File: config.mk
export PLATFORM = sky130hd
export DESIGN_NAME = gds_alloc_controller
export DESIGN_NICKNAME = d
export VERILOG_FILES = /design/src/rtl/gds_alloc_controller.sv
export SDC_FILE = /design/constraint.sdc
export NUM_CORES = 1
export LEC_CHECK = 0
export ABC_CLOCK_PERIOD_IN_PS = 4500
export CAP_MARGIN = 10
export CORE_ASPECT_RATIO = 0.5
export CORE_MARGIN = 2
export CORE_UTILIZATION = 44
export DETAILED_ROUTE_END_ITERATION = 6
export PLACE_DENSITY = 0.91
export SYNTH_ARGS = -nofsm -noshare
export SYNTH_HDL_FRONTEND = slang
export SYNTH_SLANG_ARGS = --single-unit
File: constraint.sdc
create_clock -name clk -period 4.5 [get_ports clk]
set_input_delay 0.9 -clock clk [delete_from_list [all_inputs] [get_ports clk]]
set_output_delay 0.9 -clock clk [all_outputs]
set_load 0.05 [all_outputs]
File: src/rtl/gds_alloc_controller.sv
// rtl/gds_alloc_controller.sv - GDS resource table request-side alloc/dealloc controller
module gds_alloc_controller #(
    parameter int NUMBER_CU            = 64,
    parameter int CU_ID_WIDTH          = 6,
    parameter int WG_SLOT_ID_WIDTH     = 6,
    parameter int RES_TABLE_ADDR_WIDTH = 3,
    parameter int GDS_ID_WIDTH         = 10,
    parameter int GDS_SIZE             = 1024,
    parameter int SETTLE_CYCLES        = 4
) (
    input  logic                            clk,
    input  logic                            rst,
    input  logic                            alloc_req_valid,
    output logic                            alloc_req_ready,
    input  logic [CU_ID_WIDTH-1:0]          alloc_req_cu_id,
    input  logic [WG_SLOT_ID_WIDTH-1:0]     alloc_req_wg_id,
    input  logic [GDS_ID_WIDTH:0]           alloc_req_gds_size,
    output logic                            alloc_resp_valid,
    output logic                            alloc_resp_granted,
    input  logic                            dealloc_req_valid,
    input  logic [CU_ID_WIDTH-1:0]          dealloc_req_cu_id,
    input  logic [WG_SLOT_ID_WIDTH-1:0]     dealloc_req_wg_id,
    output logic                            dealloc_ack,
    output logic                            gds_res_tbl_alloc_en,
    output logic                            gds_res_tbl_dealloc_en,
    output logic [CU_ID_WIDTH-1:0]          gds_res_tbl_cu_id,
    output logic [WG_SLOT_ID_WIDTH-1:0]     gds_res_tbl_wg_id,
    output logic [GDS_ID_WIDTH:0]           gds_res_tbl_alloc_gds_size,
    output logic [RES_TABLE_ADDR_WIDTH-1:0] gds_res_tbl_inflight_res_tbl_id,
    input  logic [GDS_ID_WIDTH:0]           gds_res_tbl_wg_gds_size
);

    localparam int CNT_W = $clog2(SETTLE_CYCLES + 1);
    localparam logic [CNT_W-1:0] SETTLE_LOAD = CNT_W'(SETTLE_CYCLES);
    localparam logic [CNT_W-1:0] CNT_ONE     = CNT_W'(1);

    // Reject configurations the table cannot represent or that break the settle timing
    if (NUMBER_CU > (1 << CU_ID_WIDTH)) begin : g_bad_cu_cfg
        $error("NUMBER_CU does not fit in CU_ID_WIDTH");
    end
    if (GDS_SIZE >= (1 << (GDS_ID_WIDTH + 1))) begin : g_bad_gds_cfg
        $error("GDS_SIZE does not fit in GDS_ID_WIDTH+1 bits");
    end
    if (SETTLE_CYCLES < 4) begin : g_bad_settle_cfg
        $error("SETTLE_CYCLES must be at least 4");
    end

    typedef enum logic {
        S_IDLE,
        S_SETTLE
    } state_t;

    state_t                          state, state_nxt;
    logic [CNT_W-1:0]                cnt, cnt_nxt;
    logic                            alloc_en_nxt, dealloc_en_nxt, ack_nxt;
    logic                            resp_valid_nxt, resp_granted_nxt;
    logic [CU_ID_WIDTH-1:0]          cu_id_nxt;
    logic [WG_SLOT_ID_WIDTH-1:0]     wg_id_nxt;
    logic [GDS_ID_WIDTH:0]           size_nxt;
    logic [RES_TABLE_ADDR_WIDTH-1:0] tbl_id_nxt;

    // Next-state and next-output decision; dealloc wins over alloc, strobes default low, ids hold
    always_comb begin
        state_nxt        = state;
        cnt_nxt          = cnt;
        alloc_req_ready  = 1'b0;
        alloc_en_nxt     = 1'b0;
        dealloc_en_nxt   = 1'b0;
        ack_nxt          = 1'b0;
        resp_valid_nxt   = 1'b0;
        resp_granted_nxt = 1'b0;
        cu_id_nxt        = gds_res_tbl_cu_id;
        wg_id_nxt        = gds_res_tbl_wg_id;
        size_nxt         = gds_res_tbl_alloc_gds_size;
        tbl_id_nxt       = gds_res_tbl_inflight_res_tbl_id;
        case (state)
            S_SETTLE: begin
                cnt_nxt = cnt - CNT_ONE;
                if (cnt == CNT_ONE) begin
                    state_nxt = S_IDLE;
                end
            end
            S_IDLE: begin
                alloc_req_ready = !dealloc_req_valid;
                if (dealloc_req_valid) begin
                    dealloc_en_nxt = 1'b1;
                    ack_nxt        = 1'b1;
                    cu_id_nxt      = dealloc_req_cu_id;
                    wg_id_nxt      = dealloc_req_wg_id;
                    tbl_id_nxt     = dealloc_req_cu_id[RES_TABLE_ADDR_WIDTH-1:0];
                    cnt_nxt        = SETTLE_LOAD;
                    state_nxt      = S_SETTLE;
                end else if (alloc_req_valid) begin
                    resp_valid_nxt = 1'b1;
                    // A rejection leaves the free space untouched, so no settle is needed
                    if (alloc_req_gds_size <= gds_res_tbl_wg_gds_size) begin
                        resp_granted_nxt = 1'b1;
                        alloc_en_nxt     = 1'b1;
                        cu_id_nxt        = alloc_req_cu_id;
                        wg_id_nxt        = alloc_req_wg_id;
                        size_nxt         = alloc_req_gds_size;
                        tbl_id_nxt       = alloc_req_cu_id[RES_TABLE_ADDR_WIDTH-1:0];
                        cnt_nxt          = SETTLE_LOAD;
                        state_nxt        = S_SETTLE;
                    end
                end
            end
            default: begin
                state_nxt = S_SETTLE;
                cnt_nxt   = SETTLE_LOAD;
            end
        endcase
    end

    // State, settle counter and registered outputs; reset waits out the table's zero free space
    always_ff @(posedge clk or posedge rst) begin
        if (rst) begin
            state                           <= S_SETTLE;
            cnt                             <= SETTLE_LOAD;
            gds_res_tbl_alloc_en            <= 1'b0;
            gds_res_tbl_dealloc_en          <= 1'b0;
            dealloc_ack                     <= 1'b0;
            alloc_resp_valid                <= 1'b0;
            alloc_resp_granted              <= 1'b0;
            gds_res_tbl_cu_id               <= '0;
            gds_res_tbl_wg_id               <= '0;
            gds_res_tbl_alloc_gds_size      <= '0;
            gds_res_tbl_inflight_res_tbl_id <= '0;
        end else begin
            state                           <= state_nxt;
            cnt                             <= cnt_nxt;
            gds_res_tbl_alloc_en            <= alloc_en_nxt;
            gds_res_tbl_dealloc_en          <= dealloc_en_nxt;
            dealloc_ack                     <= ack_nxt;
            alloc_resp_valid                <= resp_valid_nxt;
            alloc_resp_granted              <= resp_granted_nxt;
            gds_res_tbl_cu_id               <= cu_id_nxt;
            gds_res_tbl_wg_id               <= wg_id_nxt;
            gds_res_tbl_alloc_gds_size      <= size_nxt;
            gds_res_tbl_inflight_res_tbl_id <= tbl_id_nxt;
        end
    end

endmodule

# Word level (Yosys, flattened, before mapping)
# Index checks and enable logic that the tools add are counted.
# Widths: inputs -> output; s select.
# totals
elab_cells	48
reg_bits	33
# op_classes
add_sub_neg	1
order_cmp	1
n_eq_ne	3
mux	26
n_reduce_logical	6
bitwise_logic	2
# ops
op	count
$mux 6	6
$mux 3	6
$mux 1	12
$le 11x11->1	1
$ne 3x3->1 const B	2
$pmux 3 s2	1
$reduce_and 4->1	1
$reduce_bool 2->1	2
$eq 3x1->1 const B	1
$reduce_and 3->1	1
$sub 3x1->3 const B	1
$not 1->1	2
$pmux 1 s2	1
$reduce_and 2->1	1
$logic_not 1->1	1

# Depth between registers and ports, before layout
# logic_depth
ltp_word	5
depth_mapped	8

# Least setup slack after synthesis
# Ideal clock, no wire load.
# synth_path
path_type	input-to-reg
from	input port dealloc_req_valid
to	register gds_res_tbl_alloc_gds_size[0]
path_slack_ns	1.592
t_arrival_ns	2.781
cell_stages	6
path_buffers	2
path_cell_list	clkbuf_1 > nor2_1 > and2_1 > a21boi_4 > buf_6 > mux2_1
# synth_via
elab_chain_cells	2
# synth_rtl
element	line_no	source
from (decl)	20	input logic dealloc_req_valid,
$not 1->1 (no source line)	--	
$reduce_and 4->1 (no source line)	--	
to (signal assigned)	139	gds_res_tbl_alloc_gds_size <= size_nxt;
to (decl)	28	output logic [GDS_ID_WIDTH:0] gds_res_tbl_alloc_gds_size,
# No other way between the ends.
# A chain may end at the register's enable or synchronous reset.

# Final worst setup path
# layout_path
from	input port dealloc_req_valid
to	output port alloc_req_ready
# layout_via
elab_chain_cells	2
# layout_rtl
element	line_no	source
$logic_not 1->1	84	alloc_req_ready = !dealloc_req_valid;
$mux 1	76	case (state)
to (decl)	14	output logic alloc_req_ready,
# No other way between the ends.

==> impl_metrics.yaml <==
run_status:
  run_status: "completed"
power:
  p_int_uw: 904.6
  p_sw_share_pct: 47.64
  p_switching_uw: 822.9
  combPwrFrac_pct: 58.9
  p_per_area_mw_per_mm2: 651.3
  clock_power_share_pct: 13.2
  irDropWorstVdd_mv: 0.3595
  power_frac_seq_pct: 28.0
  leakagePower_nw: 1.210
synth:
  ys_warn_count: 0
  syn-cell-area_mm2: 0.001732
  ys_seq_area_share_pct: 43.50
  syn_nets: 229
  synth_top_area_share_pct: 40.46
  synth.area.top_cells: "dfrtp_1, ha_1, a221oi_2"
  avgSynthCellArea_um2: 10.43
  ys_ff_latch: 30
  syn-instance-count: 166
  synth_cell_types: 33
  synth_area_leader_cell: "dfrtp_1"
drt:
  first_pass_iters: 5
  vias: 1573
  wl_per_cell_um: 16.30
  first_iter_violations: 69
  vias_per_cell: 5.279
  drt-total-wl_mm: 4.857
  drc: 0
  antenna_left: 0
cts:
  cts_sinks: 30
  cts_setup_buffers: 0
  clock_path_buffers: 2
  postCtsHoldBufs: 0
  clock_latency_ns: 0.29
  h-tree-depth: 2
  cts_tree: "done"
  cts_resized: 0
  root_buffer: "clkbuf_8"
  cts_made_buffers: 5
  clk_pin_slew_worst_paths_ns: 0.06
min_path:
  hold_start: "gds_res_tbl_alloc_gds_size[5]$_DFFE_PP0P_"
  hp-class: "register to register"
sta:
  report.final.hold_viol_count: 0
  min_period_ns: 3.424
  setup-violations-final: 0
  slew_headroom_pct: 64.47
  timing.fmax_mhz: 292.0
  fin_skew_ns: 0.009848
  tightest_slew_ns: 0.5312
  setup_tns_ns: 0
  postLayoutSetupSlackWorst_ns: 1.076
  drv_slew: 0
  rsz0062_at_grt: "false"
  finalCritPeriodShare_pct: 76.10
finish:
  drive_gt1_share_pct: 10.25
  fin_nets: 307
  multi_input_area_um2: 787.0
  final_common_cell: "clkdlybuf4s50_1"
  area.growth.synth_to_final_pct: 53.18
  fillers: 293
  mostFrequentLayoutCells: "clkdlybuf4s50_1, inv_1, dfrtp_1, nor2_1, ha_1"
  utilization_pct: 69.01
  seq_area_um2: 753.2
  fin_area_mm2: 0.002653
  layout.cells.non_filler: 298
  diodes: 0
critical_path:
  path_delay_family: "buffers and inverters"
  cpMostUsedCell: "clkdlybuf4s50_1"
  worstSetupStartpoint: "dealloc_req_valid"
  r2r_start: "state$_DFF_PP1_"
  slowest_stage: "clkdlybuf4s50_1"
  required_ns: 3.60
  critPathBufInv: 2
  setup.worst_path.class: "input port to primary output"
  endpoint_kind: "primary output"
  cp_max_fo: 5
  worst_setup_path_start_kind: "input port"
  critPathMaxStageDelay_ns: 0.88
  crit_arrival_ns: 2.52
  crit_chain: "clkdlybuf4s50_1 > nor2_1 > clkdlybuf4s50_1"
place:
  hpwl_mm: 3.368
  place_ws_ns: 1.044
  dp_cells: 290
  routabilityCongestion: 0.7893
  dpl-instance-area_mm2: 0.002539
  portBuffers: 81
floorplan:
  dieWidth_um: 92.72
  num_io_pins: 82
  rows: 16
  die-area_mm2: 0.004484
  start_util_pct: 45.05
  fp.coreArea_mm2: 0.003844
  die_h_um: 48.36
grt:
  grt_pass1_vias: 1605
  grt_max_degree: 31
  globalRouteTotalUtil_pct: 21.87
  grt-ovfl-total: 0
  antenna_found_initial: 0
  grt_pass1_wl_mm: 7.452
run:
  drv_cap: 0
registers in the layout, indices dropped and copies added (netlist names):
register,cells
gds_res_tbl_dealloc_en,1
gds_res_tbl_alloc_gds_size,11
state,1
gds_res_tbl_wg_id,6
gds_res_tbl_cu_id,6
alloc_resp_valid,1
gds_res_tbl_alloc_en,1
cnt,3
layer usage:
metal  track usage (%)  share of wire [%]  vias up
met4             9.559                2.4        0
met3             7.009                4.5       11
li1                  -                  -      734
met5                 0                  0        -
met2             40.27                 55       44
met1             23.15                 38      784
final timing paths:
kind                                                         endpoint  slack [ns]  cells after the start
hold / removal              gds_res_tbl_alloc_gds_size[5]$_DFFE_PP0P_        0.49                      1
hold reg to reg             gds_res_tbl_alloc_gds_size[5]$_DFFE_PP0P_        0.49                      1
max in group asynchronous                             state$_DFF_PP1_        3.11                      3
setup / recovery                                      alloc_req_ready        1.08                      3
setup reg to reg                     gds_res_tbl_wg_id[1]$_DFFE_PP0P_        2.52                      5
min in group asynchronous  gds_res_tbl_alloc_gds_size[10]$_DFFE_PP0P_        0.87                      2
cells by family after synthesis:
kind of cell	Yosys count	synth area share, %
simple gates	31	8.237
xor+xnor	1	0.5059
compound gates	39	20.16
buf+inv	41	11.05
mux	11	7.153
fa+ha+maj	13	9.393
flops	30	43.50
metrics by stage:
step | hold slack, ns | power (mW)
after detailed placement | 0.4784 | 1.498
after global placement | 0.4689 | 1.468
final | 0.4871 | 1.727
after CTS | 0.4933 | 1.730
after global routing | 0.5145 | 1.805
after floorplan | 0.4929 | 1.177
cell usage after synthesis (all sizes together):
| library cell | instances |
|---|---|
| a2111o | 1 |
| a211oi | 2 |
| a21bo | 1 |
| a21boi | 1 |
| a21oi | 4 |
| a221oi | 11 |
| a22oi | 1 |
| a311o | 1 |
| a31o | 1 |
| a32o | 1 |
| and2 | 1 |
| and4 | 1 |
| buf | 8 |
| clkbuf | 5 |
| dfrtp | 28 |
| dfstp | 2 |
| ha | 13 |
| inv | 28 |
| mux2 | 11 |
| nand2 | 5 |
| nand3 | 1 |
| nand3b | 1 |
| nand4 | 3 |
| nand4b | 1 |
| nor2 | 17 |
| nor3 | 1 |
| o21a | 1 |
| o21ai | 3 |
| o22ai | 11 |
| xnor2 | 1 |
power by group through the flow:
stage / clock [mW] / combinational [mW] / sequential [mW]
2_1_floorplan: 0 / 0.371 / 0.806
3_3_place_gp: 0 / 0.989 / 0.479
3_5_place_dp: 0 / 1.01 / 0.486
4_1_cts: 0.228 / 1.02 / 0.483
5_1_grt: 0.237 / 1.07 / 0.500
6_report: 0.227 / 1.02 / 0.483
layout make-up:
type | count | share of cell area [%]
Sequential cell | 30 | 28.40
Inverter | 28 | 3.962
Clock buffer | 7 | 3.255
Timing Repair Buffer | 84 | 32.17
Multi-Input combinational cell | 95 | 29.67
Tap cell | 54 | 2.547
No activity file was read; power rests on OpenSTA's default activity.
